File: config.mk
export PLATFORM = sky130hd
export DESIGN_NAME = pa_fmau_norm_shifter_single
export DESIGN_NICKNAME = d
export VERILOG_FILES = /design/src/rtl/pa_fmau_norm_shifter_single.sv
export SDC_FILE = /design/constraint.sdc
export NUM_CORES = 1
export LEC_CHECK = 0
export CAP_MARGIN = 5
export CELL_PAD_IN_SITES_DETAIL_PLACEMENT = 1
export CELL_PAD_IN_SITES_GLOBAL_PLACEMENT = 1
export CORE_ASPECT_RATIO = 0.9
export CORE_MARGIN = 2
export CORE_UTILIZATION = 47
export CTS_BUF_LIST = sky130_fd_sc_hd__clkbuf_16
export CTS_CLUSTER_DIAMETER = 200
export DETAILED_ROUTE_END_ITERATION = 6
export PLACE_DENSITY_LB_ADDON = 0.1
export SLEW_MARGIN = 40
export SYNTH_ARGS = -nofsm -noshare
export SYNTH_HDL_FRONTEND = slang
export SYNTH_SLANG_ARGS = --single-unit
File: constraint.sdc
create_clock -name forever_cpuclk -period 9.1 [get_ports forever_cpuclk]
set_clock_uncertainty 0.1 [all_clocks]
set_input_delay 1.365 -clock forever_cpuclk [delete_from_list [all_inputs] [get_ports forever_cpuclk]]
set_output_delay 1.365 -clock forever_cpuclk [all_outputs]
set_load 0.01 [all_outputs]
File: src/rtl/pa_fmau_norm_shifter_single.sv
// Two-stage leading-zero normalizer for the single-precision FMA datapath, valid/ready with flush.
// Build option: define FMAU_NORM_SUBNORM_EN for gradual underflow; default flushes tiny results to zero.
module pa_fmau_norm_shifter_single #(
  parameter int DATA_WIDTH = 53,
  parameter int EXP_WIDTH  = 10
) (
  input  logic                  forever_cpuclk,
  input  logic                  cpurst_b,
  input  logic                  ex_flush,
  input  logic                  norm_in_vld,
  output logic                  norm_in_rdy,
  input  logic [DATA_WIDTH-1:0] norm_in_data,
  input  logic [EXP_WIDTH-1:0]  norm_in_expnt,
  output logic                  norm_out_vld,
  input  logic                  norm_out_rdy,
  output logic [23:0]           norm_out_frac,
  output logic                  norm_out_guard,
  output logic                  norm_out_sticky,
  output logic [EXP_WIDTH-1:0]  norm_out_expnt,
  output logic                  norm_out_zero,
  output logic                  norm_out_tiny
);

  localparam int MW  = DATA_WIDTH - 1;        // hidden-bit index + 1 = width of shifted value
  localparam int LZW = $clog2(DATA_WIDTH);
  localparam logic signed [EXP_WIDTH-1:0] EXP_ONE = EXP_WIDTH'(1);

  // ---------------- handshake ----------------
  logic                  s1_vld_q, s1_vld_d;
  logic                  s2_vld_q, s2_vld_d;
  logic [DATA_WIDTH-1:0] s1_data_q;
  logic [EXP_WIDTH-1:0]  s1_expnt_q;
  logic                  s1_adv, in_fire, s2_load;

  assign s1_adv      = !s2_vld_q || norm_out_rdy;
  assign norm_in_rdy = !s1_vld_q || s1_adv;
  assign in_fire     = norm_in_vld && norm_in_rdy;
  assign s2_load     = s1_vld_q && s1_adv;

  always_comb begin
    s1_vld_d = s1_vld_q;
    s2_vld_d = s2_vld_q;
    if (ex_flush) begin
      s1_vld_d = 1'b0;
      s2_vld_d = 1'b0;
    end else begin
      if (in_fire)      s1_vld_d = 1'b1;
      else if (s1_adv)  s1_vld_d = 1'b0;
      if (s1_adv)       s2_vld_d = s1_vld_q;
    end
  end

  always_ff @(posedge forever_cpuclk or negedge cpurst_b) begin
    if (!cpurst_b) begin
      s1_vld_q   <= 1'b0;
      s1_data_q  <= '0;
      s1_expnt_q <= '0;
    end else begin
      s1_vld_q <= s1_vld_d;
      if (in_fire) begin
        s1_data_q  <= norm_in_data;
        s1_expnt_q <= norm_in_expnt;
      end
    end
  end

  // ---------------- S1 normalize ----------------
  logic [LZW-1:0]               lzc, shamt;
  logic                         carry, nz, uflow, drop;
  logic signed [EXP_WIDTH-1:0]  exp_in, exp_norm, exp_carry;
  logic [MW-1:0]                v;

  // Highest set bit wins; an all-zero field leaves lzc = MW.
  always_comb begin
    lzc = LZW'(MW);
    for (int i = 0; i < MW; i++)
      if (s1_data_q[i]) lzc = LZW'(MW - 1 - i);
  end

  assign carry     = s1_data_q[MW];
  assign nz        = |s1_data_q;
  assign exp_in    = s1_expnt_q;
  assign exp_norm  = exp_in - EXP_WIDTH'(lzc);
  assign exp_carry = exp_in + EXP_ONE;
  assign uflow     = nz && !carry && (exp_norm < EXP_ONE);
  assign drop      = carry && s1_data_q[0];

  always_comb begin
    shamt = lzc;
`ifdef FMAU_NORM_SUBNORM_EN
    // Stop at exponent 1 so the result lands in the denormal encoding.
    if (uflow) shamt = (exp_in > EXP_ONE) ? LZW'(exp_in - EXP_ONE) : '0;
`endif
  end

  assign v = carry ? s1_data_q[MW:1] : (s1_data_q[MW-1:0] << shamt);

  logic [23:0]          frac_d;
  logic                 guard_d, sticky_d, zero_d, tiny_d;
  logic [EXP_WIDTH-1:0] expnt_d;

  always_comb begin
    frac_d   = v[MW-1 -: 24];
    guard_d  = v[MW-25];
    sticky_d = (|v[MW-26:0]) | drop;
    zero_d   = !nz;
    tiny_d   = nz && (carry ? (exp_carry < EXP_ONE) : uflow);
    if (!nz || uflow) expnt_d = '0;
    else if (carry)   expnt_d = exp_carry;
    else              expnt_d = exp_norm;
`ifndef FMAU_NORM_SUBNORM_EN
    if (uflow) begin
      frac_d   = '0;
      guard_d  = 1'b0;
      sticky_d = 1'b0;
      zero_d   = 1'b1;
    end
`endif
  end

  // ---------------- S2 register ----------------
  logic [23:0]          frac_q;
  logic                 guard_q, sticky_q, zero_q, tiny_q;
  logic [EXP_WIDTH-1:0] expnt_q;

  always_ff @(posedge forever_cpuclk or negedge cpurst_b) begin
    if (!cpurst_b) begin
      s2_vld_q <= 1'b0;
      frac_q   <= '0;
      guard_q  <= 1'b0;
      sticky_q <= 1'b0;
      expnt_q  <= '0;
      zero_q   <= 1'b0;
      tiny_q   <= 1'b0;
    end else begin
      s2_vld_q <= s2_vld_d;
      if (s2_load) begin
        frac_q   <= frac_d;
        guard_q  <= guard_d;
        sticky_q <= sticky_d;
        expnt_q  <= expnt_d;
        zero_q   <= zero_d;
        tiny_q   <= tiny_d;
      end
    end
  end

  assign norm_out_vld    = s2_vld_q;
  assign norm_out_frac   = frac_q;
  assign norm_out_guard  = guard_q;
  assign norm_out_sticky = sticky_q;
  assign norm_out_expnt  = expnt_q;
  assign norm_out_zero   = zero_q;
  assign norm_out_tiny   = tiny_q;

endmodule
==> summary.md, run 1 <==
| Metric | Value |
|---|---|
| Synth unique cells | a little over 80 |
| GRT Residual Overflow | 0 |
| Clock-pin slew on the worst setup and hold paths | approximately 0.080 ns |
| Yosys top cell area share | 0.297 |
| Most common cell in the synthesized netlist | dfrtp_1 |
| I/O pin cnt | between 100 and 150 |
| Net switching power | approximately 0.00075 W |
| Post-DR wirelength/cell | 26.0 µm |
| Hold Crit Depth | 2 |
| CP Launch Type | register |
| CP endpoint kind | register |
| Worst-margin pin slew | around 0.8 ns |
| Final Setup Violations | 0 |
| PwrDens | ~180 nW/µm² |
| Largest net degree at the start of global routing | 64 |
| Max-cap violation count | 0 |
| Postcts setup bufs | 0 |
| Max clock buf depth | 2 |
| Hold Buf Count CTS | 0 |
| Clk_lat worst skew | ~0.36 ns |
| Maximum vdd drop | between 100 and 150 µV |
| Synth Instances | around 980 |
| Synth Net Count | approximately 1100 |
| Filler Cell Count | 2152 |
| Num CTS Buffers | 9 |
| Die height | approximately 130 µm |
| Final min period | about 6.2 ns |
| Number of synthesized flops with an enable pin | 0 |
| First-pass GRT wire length | just over 50000 µm |
| Seq/Total Area, Yosys | 0.297 |
| Starting Density | 0.476 |
| Total GRT Usage | 0.340 |
| H-tree depth | 3 |
| Reg power frac | 0.341 |
| Clock share of power | 0.225 |
| Area leader, netlist | dfrtp_1 |
| Post-DR vias/cell | between 6 and 7 |
| Count of buffers from port buffering | approximately 110 |
| Yosys reg bits | around 100 |
| Synth top cells by count | dfrtp_1, nand2_1, nor2_1, mux2_2, mux2i_1 |
| Async set-or-reset flop fraction in the synthesized netlist | 1.00 |
| Fmax achieved | ~0.16 GHz |
| Status | finished, final reports clean |
| Top_reg_cell synth | dfrtp_1 |
| Hold WC Path Type | reg2reg |
| Antenna fix cells | 0 |
| Hpwl dp | between 20000 and 30000 µm |
| Mapped cell area | roughly 8700 µm² |
| WP data arrival | roughly 6.4 ns |
| P&R area growth vs syn | 16.9% |
| Chip width | about 150 µm |
| Share of layout cells above drive strength 1 | 0.142 |
| Setup total negative slack | 0 ns |
| Reg2Reg Depth | 17 |
| Initial antenna violation count | 0 |
| Clock sink count | approximately 100 |
| Row cnt | 47 |
| Post-place setup slack | between 3 and 4 ns |
| Detailed Routing Iterations Pass 1 | 5 |
| Pint | between 0.001 and 0.0015 W |
| Crit share post-route | 0.685 |
| Lkg Pwr | 3.98 nW |
| Slew Viols, Final | 0 |
| YS warnings | 0 |
| Maximum fanout along the worst path | 42 |
| Core area | ~18000 µm² |
| Switch share | 0.406 |
| Register area | ~2600 µm² |
| Max_slew headroom | 0.454 |
| CTS root buf | clkbuf_16 |
| Gpl congestion | 0.945 |
| Setup ws final | 2.87 ns |
| Final ANT Viol Nets | 0 |
| Post-CTS sizing | 0 |
| Hold Violations, Final | 0 |
| Via count | approximately 8600 |
| Vias in the first global route | 8518 |
| Final WL | about 33000 µm |
| DRT iter0 DRCs | 844 |
| Mapped Avg Cell Area | 8.83 µm² |
| Nets@finish | between 1000 and 1500 |
| RSZ-0062 raised after global routing | no |
| Area of the multi-input gates | roughly 5600 µm² |
| CP Class | reg2reg |
| Residual DRC | 0 |
| Die area | 19600 µm² |
| Critical Path RT | 9.24 ns |
| Synth area leaders | dfrtp_1, mux2_2, mux2i_1, a211oi_1, nand2_1 |
| Logic pwr share | 0.434 |
| CTS tree | built |
-- path summary, 6_finish.rpt --
check,startpoint,to,slack [ns]
max,s1_data_q[49],norm_out_frac[11],2.87
min reg2reg,norm_out_frac[21],norm_out_frac[21],0.39
min in group asynchronous,cpurst_b,s1_data_q[0],0.87
min,norm_out_frac[21],norm_out_frac[21],0.39
max in group asynchronous,cpurst_b,s1_data_q[45],7.06
max reg2reg,s1_data_q[49],norm_out_frac[11],2.87
-- logic make-up after synthesis --
family / share of synthesized area
AOI/OAI and AO/OA: 0.251
xor gates and xnor gates: 0.0141
adders and majority gates: 0.0124
buffers and inverters: 0.0560
DFF: 0.297
muxes: 0.210
and+or+nand+nor: 0.159
-- cells in the final DEF (no fill, tap or decap), types with 8 or more instances in the layout --
master,netlist,final
o31ai_1,20,20
a2111oi_0,14,12
nor4_1,16,16
a211oi_1,43,43
a22o_1,9,9
nand2_1,86,85
nand2b_1,8,8
mux2i_1,63,63
o21ai_0,43,43
nand3_1,30,30
clkdlybuf4s50_1,0,106
a21oi_1,50,49
mux2_2,75,75
a31oi_1,12,12
clkbuf_16,0,9
inv_1,19,20
nor2_1,76,75
buf_4,3,18
xor2_1,8,8
or4_1,8,8
dfrtp_1,103,103
nor3_1,24,24
mux4_2,12,12
a221oi_1,9,9
a22oi_1,15,15
-- through the flow --
stage	util	total power [W]	instances	hold WS [ns]	cell area [µm²]
detailed placement	0.539	0.00141	1266	0.376	9830
global route	0.556	0.00192	1282	0.432	10100
finish	0.556	0.00184	1282	0.392	10100
CTS	0.556	0.00183	1282	0.394	10100
floorplan	-	0.00109	982	0.407	8670
global placement	0.539	0.00139	1265	0.354	9820
-- registers in the layout (all words and copies together), names as in the netlist --
name,count
exp_in,10
norm_out_expnt,10
norm_out_frac,24
norm_out_guard,1
norm_out_sticky,1
norm_out_tiny,1
norm_out_vld,1
norm_out_zero,1
s1_data_q,53
s1_vld_q,1
-- metal layers --
metal	vias to the layer above	wire (µm)	GRT usage
li1	3857	-	-
met1	4322	15000	0.489
met2	361	15200	0.526
met3	39	2530	0.0662
met4	0	691	0.0935
met5	-	0	0
-- critical path, cell delays in order (launching register included) --
cell       delay (ns)
dfrtp_1          0.46
nor4_1           0.56
nand3_1          0.35
o2bb2ai_1        0.45
or2_1            0.17
buf_4            0.45
inv_2            0.42
ha_1             0.45
o21ai_0          0.15
a21boi_0         0.18
o21ai_0          0.24
a21boi_0         0.15
nor4_1           0.31
xnor2_1          0.22
a2bb2oi_1        0.42
a21o_1           0.19
nand2_1          0.30
o41ai_1          0.51
-- cell type report --
class                   count  share of cell area
inverters                  24             0.00937
repair buffers            127               0.121
clock inverters             7             0.00802
multi-input cells         767               0.555
well taps                 245              0.0302
flip-flops and latches    103               0.254
clock buffers               9              0.0222
-- power by group through the flow --
stage	combinational, W	sequential, W	clock [W]
6_report	0.000799	0.000627	0.000413
5_1_grt	0.000852	0.000638	0.000434
4_1_cts	0.000785	0.000624	0.000418
3_5_place_dp	0.000780	0.000632	0
3_3_place_gp	0.000765	0.000628	0
2_1_floorplan	0.000492	0.000603	0
Power figures use the tool's default switching activity.
==> run 2: changes to the inputs <==
CORE_UTILIZATION = 39   (was 47)
clock period = 5.2 ns   (was 9.1 ns; I/O delays follow)
==> run 2 against run 1 <==
Effect of this change:
- sequential power increased by 74%
- die area grew 20%
- core utilization decreased by 7.8 points
- worst setup slack got worse by 2.6 ns
- first-iteration DRC count shrank 27%
- power grew 76%
- fmax is 28% higher
- critical path depth shrank 6
- register-to-register slack lost 2.6 ns
- clock power rose by 75%
- largest cell class unchanged
- largest power group unchanged
- highest routed layer unchanged
==> summary.md, run 2 (same netlist as run 1, synthesis figures left out) <==
| Metric | Value |
|---|---|
| CP endpoint kind | register |
| Final min period | 4.89 ns |
| CP Class | reg2reg |
| Antenna fix cells | 0 |
| Hold WC Path Type | in2async |
| WL met3 | roughly 2000 µm |
| Hold Violations, Final | 0 |
| Commonest non-fill, non-tap cell in the layout | clkdlybuf4s50_1 |
| Nets@finish | 1135 |
| DRT iter0 DRCs | 618 |
| Postcts setup bufs | 0 |
| Register area | roughly 2600 µm² |
| Num CTS Buffers | 9 |
| Reg-to-Reg Start | s1_data_q[26] |
| Residual DRC | 0 |
| Filler Cell Count | 2530 |
| Share of layout cells above drive strength 1 | 0.164 |
| Core area | between 20000 and 25000 µm² |
| Post-CTS sizing | 0 |
| Lkg Pwr | roughly 4 nW |
| Hold_ws | roughly 0.34 ns |
| H-tree depth | 3 |
| Clock-pin slew on the worst setup and hold paths | approximately 0.08 ns |
| CTS tree | built |
| Reg power frac | 0.336 |
| Starting Density | 0.399 |
| Maximum fanout along the worst path | 53 |
| Worst-margin pin slew | between 0.6 and 0.7 ns |
| Clock share of power | 0.223 |
| Row cnt | a little over 50 |
| Die area | around 23000 µm² |
| Switch share | 0.401 |
| Final ANT Viol Nets | 0 |
| Die height | about 150 µm |
| Chip width | roughly 160 µm |
| Fmax achieved | 0.205 GHz |
| GRT Residual Overflow | 0 |
| Maximum vdd drop | approximately 160 µV |
| Routed wl met2 | between 10000 and 15000 µm |
| DR top layer | met4 |
| I/O pin cnt | approximately 110 |
| Max_slew headroom | 0.539 |
| RSZ-0062 raised after global routing | no |
| Crit share post-route | 0.940 |
| Detailed Routing Iterations Pass 1 | 5 |
| Total GRT Usage | 0.283 |
| Net switching power | 0.00130 W |
| Logic pwr share | 0.441 |
| Max FFs per register | 53 |
| Clk_lat worst skew | ~0.36 ns |
| Reg with most FFs | s1_data_q |
| Hpwl dp | about 26000 µm |
| Max-cap violation count | 0 |
| Post-DR vias/cell | 6.32 |
| P&R area growth vs syn | 19.9% |
| PwrDens | approximately 310 nW/µm² |
| Metal-1 WL | around 16000 µm |
| First-pass GRT wire length | between 50000 and 60000 µm |
| Overall power | approximately 0.0032 W |
| Pint | a little under 0.002 W |
| Final WL | around 33000 µm |
| Slew Viols, Final | 0 |
| Largest net degree at the start of global routing | slightly below 60 |
| Post-DR wirelength/cell | roughly 25 µm |
| Setup total negative slack | 0 ns |
| Initial antenna violation count | 0 |
| Clock sink count | around 100 |
| Critical Path RT | between 5 and 6 ns |
| Hold Buf Count CTS | 0 |
| CP Launch Type | register |
| Vias in the first global route | 8479 |
| Critical Path Source | s1_data_q[26] |
| Status | finished, final reports clean |
| Final Setup Violations | 0 |
| Area of the multi-input gates | 5640 µm² |
| Most frequent cells in the layout | clkdlybuf4s50_1, dfrtp_1, nand2_1, nor2_1, mux2_2 |
| Via count | about 8600 |
| Max clock buf depth | 2 |
| Count of buffers from port buffering | 107 |
| CTS root buf | clkbuf_16 |
| Gpl congestion | around 0.95 |
| WP data arrival | 5.01 ns |
[run 2: cell count changes in the layout (fill, tap and decap cells not counted), moves of 2 or more]
cell,delta
buf_4,+30
buf_6,-2
o21ai_0,-2
o21ai_1,+2
[run 2: critical path, stage by stage (launching register included)]
cell	delay, ns
dfrtp_1	0.46
or3_1	0.45
or4_4	0.54
o211a_4	0.30
o21ai_4	0.19
buf_4	0.57
mux4_1	0.75
a22oi_2	0.25
o221ai_2	0.17
or4_4	0.54
o41ai_2	0.28
a31oi_1	0.13
[run 2: power groups by stage]
stage / combinational (W) / clock (W) / sequential (W)
final: 0.00143 / 0.000723 / 0.00109
after global routing: 0.00153 / 0.000772 / 0.00111
after CTS: 0.00141 / 0.000734 / 0.00109
after detailed placement: 0.00140 / 0 / 0.00110
after global placement: 0.00139 / 0 / 0.00110
after floorplan: 0.000860 / 0 / 0.00106
[run 2: metal layers]
metal | vias to the layer above | GRT usage
met3 | 45 | 0.0616
li1 | 3913 | -
met4 | 0 | 0.0772
met1 | 4316 | 0.403
met5 | - | 0
met2 | 296 | 0.434
[run 2: final timing paths]
check	to	slack, ns	depth (start not counted)
setup / recovery	norm_out_sticky	0.31	11
hold / removal	norm_out_vld	0.34	1
setup reg to reg	norm_out_sticky	0.31	11
hold reg to reg	norm_out_frac[19]	0.38	2
max in group asynchronous	s1_data_q[12]	3.52	2
min in group forever_cpuclk	norm_out_frac[19]	0.38	2
[run 2: through the flow]
stage	utilization	instances	instance area (µm²)	setup WS, ns
after floorplan	-	982	8680	0.0571
after global placement	0.463	1339	10100	0.320
after detailed placement	0.464	1339	10100	0.161
after CTS	0.478	1355	10400	0.175
after global routing	0.478	1355	10400	0.0442
final	0.478	1355	10400	0.314
[run 2: cell type report]
| class | count | share of cell area |
|---|---|---|
| clock buffers | 9 | 0.0217 |
| clock inverters | 7 | 0.00782 |
| inverters | 24 | 0.00914 |
| multi-input cells | 767 | 0.542 |
| flip-flops and latches | 103 | 0.248 |
| well taps | 291 | 0.0350 |
| repair buffers | 154 | 0.137 |
